File: config.mk
export PLATFORM = sky130hd
export DESIGN_NAME = wb_burst_reader_flat
export DESIGN_NICKNAME = d
export VERILOG_FILES = /design/src/rtl/wb_burst_reader_pkg.sv /design/src/rtl/wb_burst_reader_if.sv /design/src/rtl/wb_burst_reader_fifo.sv /design/src/rtl/wb_burst_reader.sv /design/src/flat_wrapper.sv
export SDC_FILE = /design/constraint.sdc
export NUM_CORES = 2
export LEC_CHECK = 0
export CAP_MARGIN = 10
export CORE_UTILIZATION = 69
export CTS_BUF_LIST = sky130_fd_sc_hd__clkbuf_8
export CTS_CLUSTER_DIAMETER = 30
export CTS_CLUSTER_SIZE = 24
export DETAILED_ROUTE_END_ITERATION = 10
export HOLD_SLACK_MARGIN = 0.1
export PLACE_DENSITY = 0.87
export SLEW_MARGIN = 0
export SYNTH_ARGS = -nofsm -noshare
export SYNTH_HDL_FRONTEND = slang
export SYNTH_HIERARCHICAL = 1
export SYNTH_SLANG_ARGS = --single-unit
File: constraint.sdc
create_clock -name clk -period 7.7 [get_ports clk]
set_input_delay 1.155 -clock clk [delete_from_list [all_inputs] [get_ports clk]]
set_output_delay 1.155 -clock clk [all_outputs]
set_load 0.05 [all_outputs]
File: src/rtl/wb_burst_reader_pkg.sv
// Shared constants and types for the Wishbone burst reader.
package wb_burst_pkg;

  // Wishbone cycle type identifiers
  localparam logic [2:0] CTI_CLASSIC = 3'b000;
  localparam logic [2:0] CTI_INCR    = 3'b010;
  localparam logic [2:0] CTI_EOB     = 3'b111;

  // Reader control states
  typedef enum logic [1:0] {
    IDLE  = 2'd0,
    CHECK = 2'd1,
    BURST = 2'd2
  } state_e;

endpackage

File: src/rtl/wb_burst_reader_if.sv
// Wishbone bus bundle carrying clock and reset alongside the bus wires.
interface wshb_if (
  input logic clk,
  input logic rst
);
  logic        cyc;
  logic        stb;
  logic        we;
  logic [3:0]  sel;
  logic [31:0] adr;
  logic [2:0]  cti;
  logic [1:0]  bte;
  logic [31:0] dat_ms;
  logic        ack;
  logic [31:0] dat_sm;

  modport master (
    input  clk, rst, ack, dat_sm,
    output cyc, stb, we, sel, adr, cti, bte, dat_ms
  );

  modport slave (
    input  clk, rst, cyc, stb, we, sel, adr, cti, bte, dat_ms,
    output ack, dat_sm
  );
endinterface

File: src/rtl/wb_burst_reader_fifo.sv
// Show-ahead synchronous FIFO plus its overflow checker.
module fifo_sync #(
  parameter int DATA_W = 32,
  parameter int DEPTH  = 64
) (
  input  logic                   clk,
  input  logic                   rst,
  input  logic                   push,
  input  logic [DATA_W-1:0]      push_dat,
  input  logic                   pop,
  output logic [DATA_W-1:0]      head_dat,
  output logic                   empty,
  output logic                   full,
  output logic [$clog2(DEPTH):0] count
);
  localparam int AW = (DEPTH > 1) ? $clog2(DEPTH) : 1;
  localparam int CW = $clog2(DEPTH) + 1;

  logic [DATA_W-1:0] mem_q [DEPTH];
  logic [AW-1:0]     wr_ptr_q;
  logic [AW-1:0]     rd_ptr_q;
  logic [CW-1:0]     count_q;
  logic              do_pop;

  // Pointer advance with explicit wrap so non-power-of-two corner cases stay in range.
  function automatic logic [AW-1:0] ptr_inc(input logic [AW-1:0] p);
    if (p == AW'(DEPTH - 1)) begin
      return {AW{1'b0}};
    end else begin
      return p + {{(AW-1){1'b0}}, 1'b1};
    end
  endfunction

  assign do_pop   = pop && (count_q != {CW{1'b0}});
  assign head_dat = mem_q[rd_ptr_q];
  assign empty    = (count_q == {CW{1'b0}});
  assign full     = (count_q == CW'(DEPTH));
  assign count    = count_q;

  // Storage write; contents need no reset because count gates visibility.
  always_ff @(posedge clk) begin
    if (push) begin
      mem_q[wr_ptr_q] <= push_dat;
    end
  end

  // Pointers and occupancy; simultaneous push and pop leave the count unchanged.
  always_ff @(posedge clk or posedge rst) begin
    if (rst) begin
      wr_ptr_q <= {AW{1'b0}};
      rd_ptr_q <= {AW{1'b0}};
      count_q  <= {CW{1'b0}};
    end else begin
      if (push) begin
        wr_ptr_q <= ptr_inc(wr_ptr_q);
      end
      if (do_pop) begin
        rd_ptr_q <= ptr_inc(rd_ptr_q);
      end
      case ({push, do_pop})
        2'b10:   count_q <= count_q + {{(CW-1){1'b0}}, 1'b1};
        2'b01:   count_q <= count_q - {{(CW-1){1'b0}}, 1'b1};
        default: count_q <= count_q;
      endcase
    end
  end
endmodule

// Flags a push into a full FIFO that is not relieved by a pop in the same cycle.
module fifo_sync_chk (
  input logic clk,
  input logic rst,
  input logic push,
  input logic pop,
  input logic full
);
  a_no_overflow: assert property (@(posedge clk) disable iff (rst) !(push && full && !pop));
endmodule

File: src/rtl/wb_burst_reader.sv
// Wishbone burst master streaming a word block into a show-ahead FIFO.
module wb_burst_reader
  import wb_burst_pkg::*;
#(
  parameter int BURST_LEN  = 16,
  parameter int FIFO_DEPTH = 64
) (
  wshb_if.master      wb_m,
  input  logic        start,
  input  logic [31:0] base_adr,
  input  logic [15:0] nb_words,
  output logic        busy,
  output logic        done,
  output logic [31:0] out_dat,
  output logic        out_valid,
  input  logic        out_ready
);
  localparam int BEAT_W = $clog2(BURST_LEN) + 1;
  localparam int CNT_W  = $clog2(FIFO_DEPTH) + 1;

  state_e            state_q, state_d;
  logic [31:0]       adr_q, adr_d;
  logic [15:0]       rem_q, rem_d;
  logic [BEAT_W-1:0] beats_q, beats_d, beats_calc;
  logic              cyc_q, cyc_d;
  logic [2:0]        cti_q, cti_d;
  logic              busy_q, busy_d;
  logic              done_q, done_d;
  logic              out_valid_q, out_valid_d;
  logic [31:0]       out_dat_q, out_dat_d;

  logic              fifo_push, fifo_pop, fifo_empty, fifo_full;
  logic [31:0]       fifo_head;
  logic [CNT_W-1:0]  fifo_count;
  logic              credit_ok;

  assign wb_m.cyc    = cyc_q;
  assign wb_m.stb    = cyc_q;
  assign wb_m.we     = 1'b0;
  assign wb_m.sel    = 4'hF;
  assign wb_m.bte    = 2'b00;
  assign wb_m.dat_ms = 32'd0;
  assign wb_m.adr    = adr_q;
  assign wb_m.cti    = cti_q;

  assign busy      = busy_q;
  assign done      = done_q;
  assign out_dat   = out_dat_q;
  assign out_valid = out_valid_q;

  assign fifo_push = (state_q == BURST) && wb_m.ack;
  // Refill the output register whenever it is empty or being consumed.
  assign fifo_pop  = !fifo_empty && (!out_valid_q || out_ready);
  // Only launch a burst when every beat is guaranteed a FIFO slot.
  assign credit_ok = (32'(fifo_count) + 32'(beats_calc)) <= 32'(FIFO_DEPTH);

  // Beats for the next burst: the lesser of the burst limit and the words left.
  always_comb begin
    if (rem_q >= 16'(BURST_LEN)) begin
      beats_calc = BEAT_W'(BURST_LEN);
    end else begin
      beats_calc = BEAT_W'(rem_q);
    end
  end

  // Burst sequencing: latch request, wait for FIFO credit, run one burst at a time.
  always_comb begin
    state_d = state_q;
    adr_d   = adr_q;
    rem_d   = rem_q;
    beats_d = beats_q;
    cyc_d   = cyc_q;
    cti_d   = cti_q;
    busy_d  = busy_q;
    done_d  = 1'b0;
    case (state_q)
      IDLE: begin
        if (start) begin
          adr_d   = {base_adr[31:2], 2'b00};
          rem_d   = nb_words;
          busy_d  = 1'b1;
          state_d = CHECK;
        end else begin
          cyc_d = 1'b0;
        end
      end
      CHECK: begin
        if (rem_q == 16'd0) begin
          done_d  = 1'b1;
          busy_d  = 1'b0;
          state_d = IDLE;
        end else if (credit_ok) begin
          beats_d = beats_calc;
          cyc_d   = 1'b1;
          cti_d   = (beats_calc == BEAT_W'(1)) ? CTI_EOB : CTI_INCR;
          state_d = BURST;
        end else begin
          cyc_d = 1'b0;
        end
      end
      BURST: begin
        if (wb_m.ack) begin
          adr_d   = adr_q + 32'd4;
          beats_d = beats_q - BEAT_W'(1);
          rem_d   = rem_q - 16'd1;
          if (beats_q == BEAT_W'(1)) begin
            cyc_d   = 1'b0;
            cti_d   = CTI_CLASSIC;
            state_d = CHECK;
          end else begin
            cti_d = (beats_q == BEAT_W'(2)) ? CTI_EOB : CTI_INCR;
          end
        end else begin
          cyc_d = 1'b1;
        end
      end
      default: begin
        cyc_d   = 1'b0;
        cti_d   = CTI_CLASSIC;
        state_d = IDLE;
      end
    endcase
  end

  // Output register in front of the FIFO head.
  always_comb begin
    out_valid_d = out_valid_q;
    out_dat_d   = out_dat_q;
    if (fifo_pop) begin
      out_valid_d = 1'b1;
      out_dat_d   = fifo_head;
    end else if (out_ready) begin
      out_valid_d = 1'b0;
    end else begin
      out_valid_d = out_valid_q;
    end
  end

  // Control and output state; reset aborts any burst without a completion pulse.
  always_ff @(posedge wb_m.clk or posedge wb_m.rst) begin
    if (wb_m.rst) begin
      state_q     <= IDLE;
      adr_q       <= 32'd0;
      rem_q       <= 16'd0;
      beats_q     <= {BEAT_W{1'b0}};
      cyc_q       <= 1'b0;
      cti_q       <= CTI_CLASSIC;
      busy_q      <= 1'b0;
      done_q      <= 1'b0;
      out_valid_q <= 1'b0;
      out_dat_q   <= 32'd0;
    end else begin
      state_q     <= state_d;
      adr_q       <= adr_d;
      rem_q       <= rem_d;
      beats_q     <= beats_d;
      cyc_q       <= cyc_d;
      cti_q       <= cti_d;
      busy_q      <= busy_d;
      done_q      <= done_d;
      out_valid_q <= out_valid_d;
      out_dat_q   <= out_dat_d;
    end
  end

  fifo_sync #(
    .DATA_W (32),
    .DEPTH  (FIFO_DEPTH)
  ) u_fifo (
    .clk      (wb_m.clk),
    .rst      (wb_m.rst),
    .push     (fifo_push),
    .push_dat (wb_m.dat_sm),
    .pop      (fifo_pop),
    .head_dat (fifo_head),
    .empty    (fifo_empty),
    .full     (fifo_full),
    .count    (fifo_count)
  );

  fifo_sync_chk u_fifo_chk (
    .clk  (wb_m.clk),
    .rst  (wb_m.rst),
    .push (fifo_push),
    .pop  (fifo_pop),
    .full (fifo_full)
  );
endmodule

File: src/flat_wrapper.sv
// flat-port wrapper written by rule: the top's interface ports become plain ports
module wb_burst_reader_flat import wb_burst_pkg::*;
#(
  parameter int BURST_LEN  = 16,
  parameter int FIFO_DEPTH = 64
)
  (start, base_adr, nb_words, busy, done, out_dat, out_valid, out_ready, clk, rst, wb_m_ack, wb_m_dat_sm, wb_m_cyc, wb_m_stb, wb_m_we, wb_m_sel, wb_m_adr, wb_m_cti, wb_m_bte, wb_m_dat_ms);
  wshb_if wb_m_i (.clk(clk), .rst(rst));
  input  logic start;
  input  logic [31:0] base_adr;
  input  logic [15:0] nb_words;
  output logic busy;
  output logic done;
  output logic [31:0] out_dat;
  output logic out_valid;
  input  logic out_ready;
  input wire logic clk;
  input wire logic rst;
  input wire logic [$bits(wb_m_i.ack)-1:0] wb_m_ack;
  input wire logic [$bits(wb_m_i.dat_sm)-1:0] wb_m_dat_sm;
  output wire logic [$bits(wb_m_i.cyc)-1:0] wb_m_cyc;
  output wire logic [$bits(wb_m_i.stb)-1:0] wb_m_stb;
  output wire logic [$bits(wb_m_i.we)-1:0] wb_m_we;
  output wire logic [$bits(wb_m_i.sel)-1:0] wb_m_sel;
  output wire logic [$bits(wb_m_i.adr)-1:0] wb_m_adr;
  output wire logic [$bits(wb_m_i.cti)-1:0] wb_m_cti;
  output wire logic [$bits(wb_m_i.bte)-1:0] wb_m_bte;
  output wire logic [$bits(wb_m_i.dat_ms)-1:0] wb_m_dat_ms;
  assign wb_m_i.ack = wb_m_ack;
  assign wb_m_i.dat_sm = wb_m_dat_sm;
  assign wb_m_cyc = wb_m_i.cyc;
  assign wb_m_stb = wb_m_i.stb;
  assign wb_m_we = wb_m_i.we;
  assign wb_m_sel = wb_m_i.sel;
  assign wb_m_adr = wb_m_i.adr;
  assign wb_m_cti = wb_m_i.cti;
  assign wb_m_bte = wb_m_i.bte;
  assign wb_m_dat_ms = wb_m_i.dat_ms;
  wb_burst_reader #(.BURST_LEN(BURST_LEN), .FIFO_DEPTH(FIFO_DEPTH)) u_core (.wb_m(wb_m_i), .start(start), .base_adr(base_adr), .nb_words(nb_words), .busy(busy), .done(done), .out_dat(out_dat), .out_valid(out_valid), .out_ready(out_ready));
endmodule
==> reports/metrics.csv <==
stage;metric;value;unit
outcome;run status;finished with violations;
outcome;violations in the final reports;max-capacitance violations, max-slew violations;
sta;final hold vios;0;
setup_path;Worst Path Required;8.40;ns
place;total of buffers placed on input and output ports;152;
floorplan;Die ar.;0.124;mm2
setup_path;cell type of the slowest stage on the worst timing path;sky130_fd_sc_hd__nor2_4;
clock_network;count of instances resized after the clock tree is built;0;
layout;fillcell total;5208;
global_route;number of global-route vias before repair;47900;
clock_network;root buffer cell;sky130_fd_sc_hd__clkbuf_8;
min_path;Hold/Removal Path Class;reg2reg;
clock_network;number of buffers on the longest clock path;4;
setup_path;maximum single-stage delay on the critical path;1.14;ns
yosys;Synthesis Warnings;6;
yosys;Avg Synthesized Cell Area;20.6;um2
clock_network;TritonCTS Buffers;363;
route;total wire length after detailed routing;238000;um
clock_network;clock net sink count;2158;
power;P_leak;31.3;nW
floorplan;Std-Cell Core Area;0.122;mm2
sta;Final Critical Period;5.39;ns
layout;number of nets in the layout;4608;
clock_network;postcts setup bufs;0;
sta;count of pins over their slew limit;2;
global_route;remaining global-route overflow;0;
floorplan;horizontal die dimension;353;um
global_route;Total Routing Usage GR;37.1;%
sta;transition time at the pin with the least slew margin;1.67;ns
setup_path;count of buffer and inverter cells on the critical path;5;
sta;Final period util;70.0;%
setup_path;Crit path max-delay family;simple AND/OR/NAND/NOR gates;
route;count of antenna-violating nets left after detailed routing;0;
clock_network;hold_buf cts;0;
power;worst voltage drop across the vdd grid;0.351;mV
sta;worst clock skew;0.0960;ns
floorplan;IO Pins;196;
power;Pwr per Cell Area;368;mW/mm2
route;wire length per cell after detailed routing;37.2;um
sta;unrepaired setup endpoints after global routing;no;
route;number of iterations in the first detailed-routing pass;9;
route;drc violations;0;
setup_path;highest fanout seen on the critical path;84;
yosys;Post-Synthesis Cells;4108;
setup_path;Worst path most repeated cell;sky130_fd_sc_hd__inv_1;
setup_path;launching element type of the critical path;register;
setup_path;series of cell instances along the critical path;inv_1 > ha_2 > buf_4 > nand2_1 > inv_1 > inv_1 > nor2_1 > nand3_1 > nor2_4 > buf_4;
floorplan;effective utilization at floorplan;69.6;%
setup_path;category of the worst setup path capture point;register;
yosys;post-synth design cell area;0.0848;mm2
floorplan;die boundary height;353;um
global_route;first-pass GRT wire length;328000;um
route;drt first-iter violations;8784;
sta;sum of negative setup slack;0;ns
global_route;initial antenna violation count;12;
place;detailed placement HPWL;115000;um
layout;share of post-route cells with drive strength above 1;28.1;%
sta;Final setup violation count;0;
place;last weighted congestion value of the routability-driven placer;0.960;
setup_path;critical path class;reg2reg;
route;DR vias;47700;
global_route;largest net degree at the start of global routing;125;
sta;minimum hold slack;0.515;ns
sta;highest clock frequency the design can meet;0.186;GHz
route;via-per-instance ratio;7.44;
layout;Syn-to-layout area delta;13.3;%
clock_network;level count of the clock H-tree;5;
clock_network;clock slew seen by the registers of the worst setup and hold paths;0.07;ns
setup_path;Data arrival, critical path;6.09;ns
clock_network;clock latency at the later pin of the worst-skew pair;1.03;ns
sta;Slew Limit Headroom;-11.5;%
floorplan;Row Count;128;
run;number of maximum-capacitance violations;1;
clock_network;clock tree from TritonCTS;done;
-- report_power, final --
part,internal [mW],switching (mW)
Sequential,13.2,0.563
Combinational,4.18,6.26
Clock,5.84,5.27
Total,23.2,12.1
-- worst paths after layout --
| check | slack, ns | end | start | depth (start not counted) |
|---|---|---|---|---|
| min in group asynchronous | 0.56 | u_core/beats_q[4] | rst | 2 |
| max in group asynchronous | 5.76 | u_core/wb_m.adr[14] | rst | 3 |
| setup reg to reg | 2.31 | u_core/u_fifo/mem_q[14][23] | u_core/state_q[0] | 10 |
| hold reg to reg | 0.52 | u_core/wb_m.cti[0] | u_core/wb_m.cti[0] | 1 |
| hold / removal | 0.52 | u_core/wb_m.cti[0] | u_core/wb_m.cti[0] | 1 |
| setup / recovery | 2.31 | u_core/u_fifo/mem_q[14][23] | u_core/state_q[0] | 10 |
-- sequential cells by signal (all words and copies together), names as in the netlist, 5 cells and up --
register                flops
u_core/u_fifo/mem_q      2048
u_core/out_dat             32
u_core/wb_m.adr            30
u_core/rem_q               16
u_core/u_fifo/count         7
u_core/u_fifo/rd_ptr_q      6
u_core/u_fifo/wr_ptr_q      6
u_core/beats_q              5
-- worst reg2reg max path, cell delays in order, from the launching register on --
cell                      delay, ns
sky130_fd_sc_hd__dfrtp_1       0.41
sky130_fd_sc_hd__inv_1         0.10
sky130_fd_sc_hd__ha_2          0.16
sky130_fd_sc_hd__buf_4         0.63
sky130_fd_sc_hd__nand2_1       0.23
sky130_fd_sc_hd__inv_1         0.53
sky130_fd_sc_hd__inv_1         0.24
sky130_fd_sc_hd__nor2_1        0.51
sky130_fd_sc_hd__nand3_1       0.76
sky130_fd_sc_hd__nor2_4        1.14
sky130_fd_sc_hd__buf_4         0.41
-- layout by cell type, fill, tap and decap left out, drive strengths merged, types with 29 or more instances in the layout --
| master | count |
|---|---|
| buf | 137 |
| mux4 | 471 |
| nand2 | 107 |
| mux2i | 205 |
| o22ai | 75 |
| o21ai | 61 |
| a21oi | 88 |
| nor2b | 34 |
| edfxtp | 2048 |
| nor2 | 105 |
| clkbuf | 379 |
| bufinv | 31 |
| inv | 108 |
| a22oi | 55 |
| o221ai | 29 |
| clkinvlp | 45 |
| clkinv | 118 |
| clkdlybuf4s50 | 120 |
| nand3 | 60 |
| a211oi | 37 |
| dfrtp | 110 |
| conb | 41 |
| mux2 | 37 |
-- routing by layer --
| metal | GRT usage [%] | share of wire [%] | vias up |
|---|---|---|---|
| met2 | 58.5 | 48 | 5024 |
| met3 | 8.56 | 14 | 1091 |
| li1 | - | - | 17900 |
| met4 | 23.3 | 7.6 | 6 |
| met5 | 0 | 0.017 | - |
| met1 | 47.6 | 31 | 23700 |
-- cell type report --
cell class,count,area (um2),share of cell area [%]
clock buffer,379,5220,5.43
multi-input combinational,1689,19500,20.3
tap,1625,2030,2.12
sequential,2158,64300,66.9
timing repair buffer,257,2300,2.39
clock inverter,273,2570,2.67
inverter,29,111,0.116
antenna,6,15.0,0.0156
-- per-stage QoR --
step                utilization [%]  setup WS, ns  instance area, um2  cells  total power [mW]
detailed placement             72.3          2.27               88100   5752              23.7
global route                   78.8          2.20               96000   6413              36.1
floorplan                         -          2.79               84900   4147              20.9
global placement               72.3          2.40               88100   5752              23.4
finish                         78.8          2.31               96100   6416              35.3
CTS                            78.7          2.61               95900   6404              34.9
(Power assumes the default switching activity.)
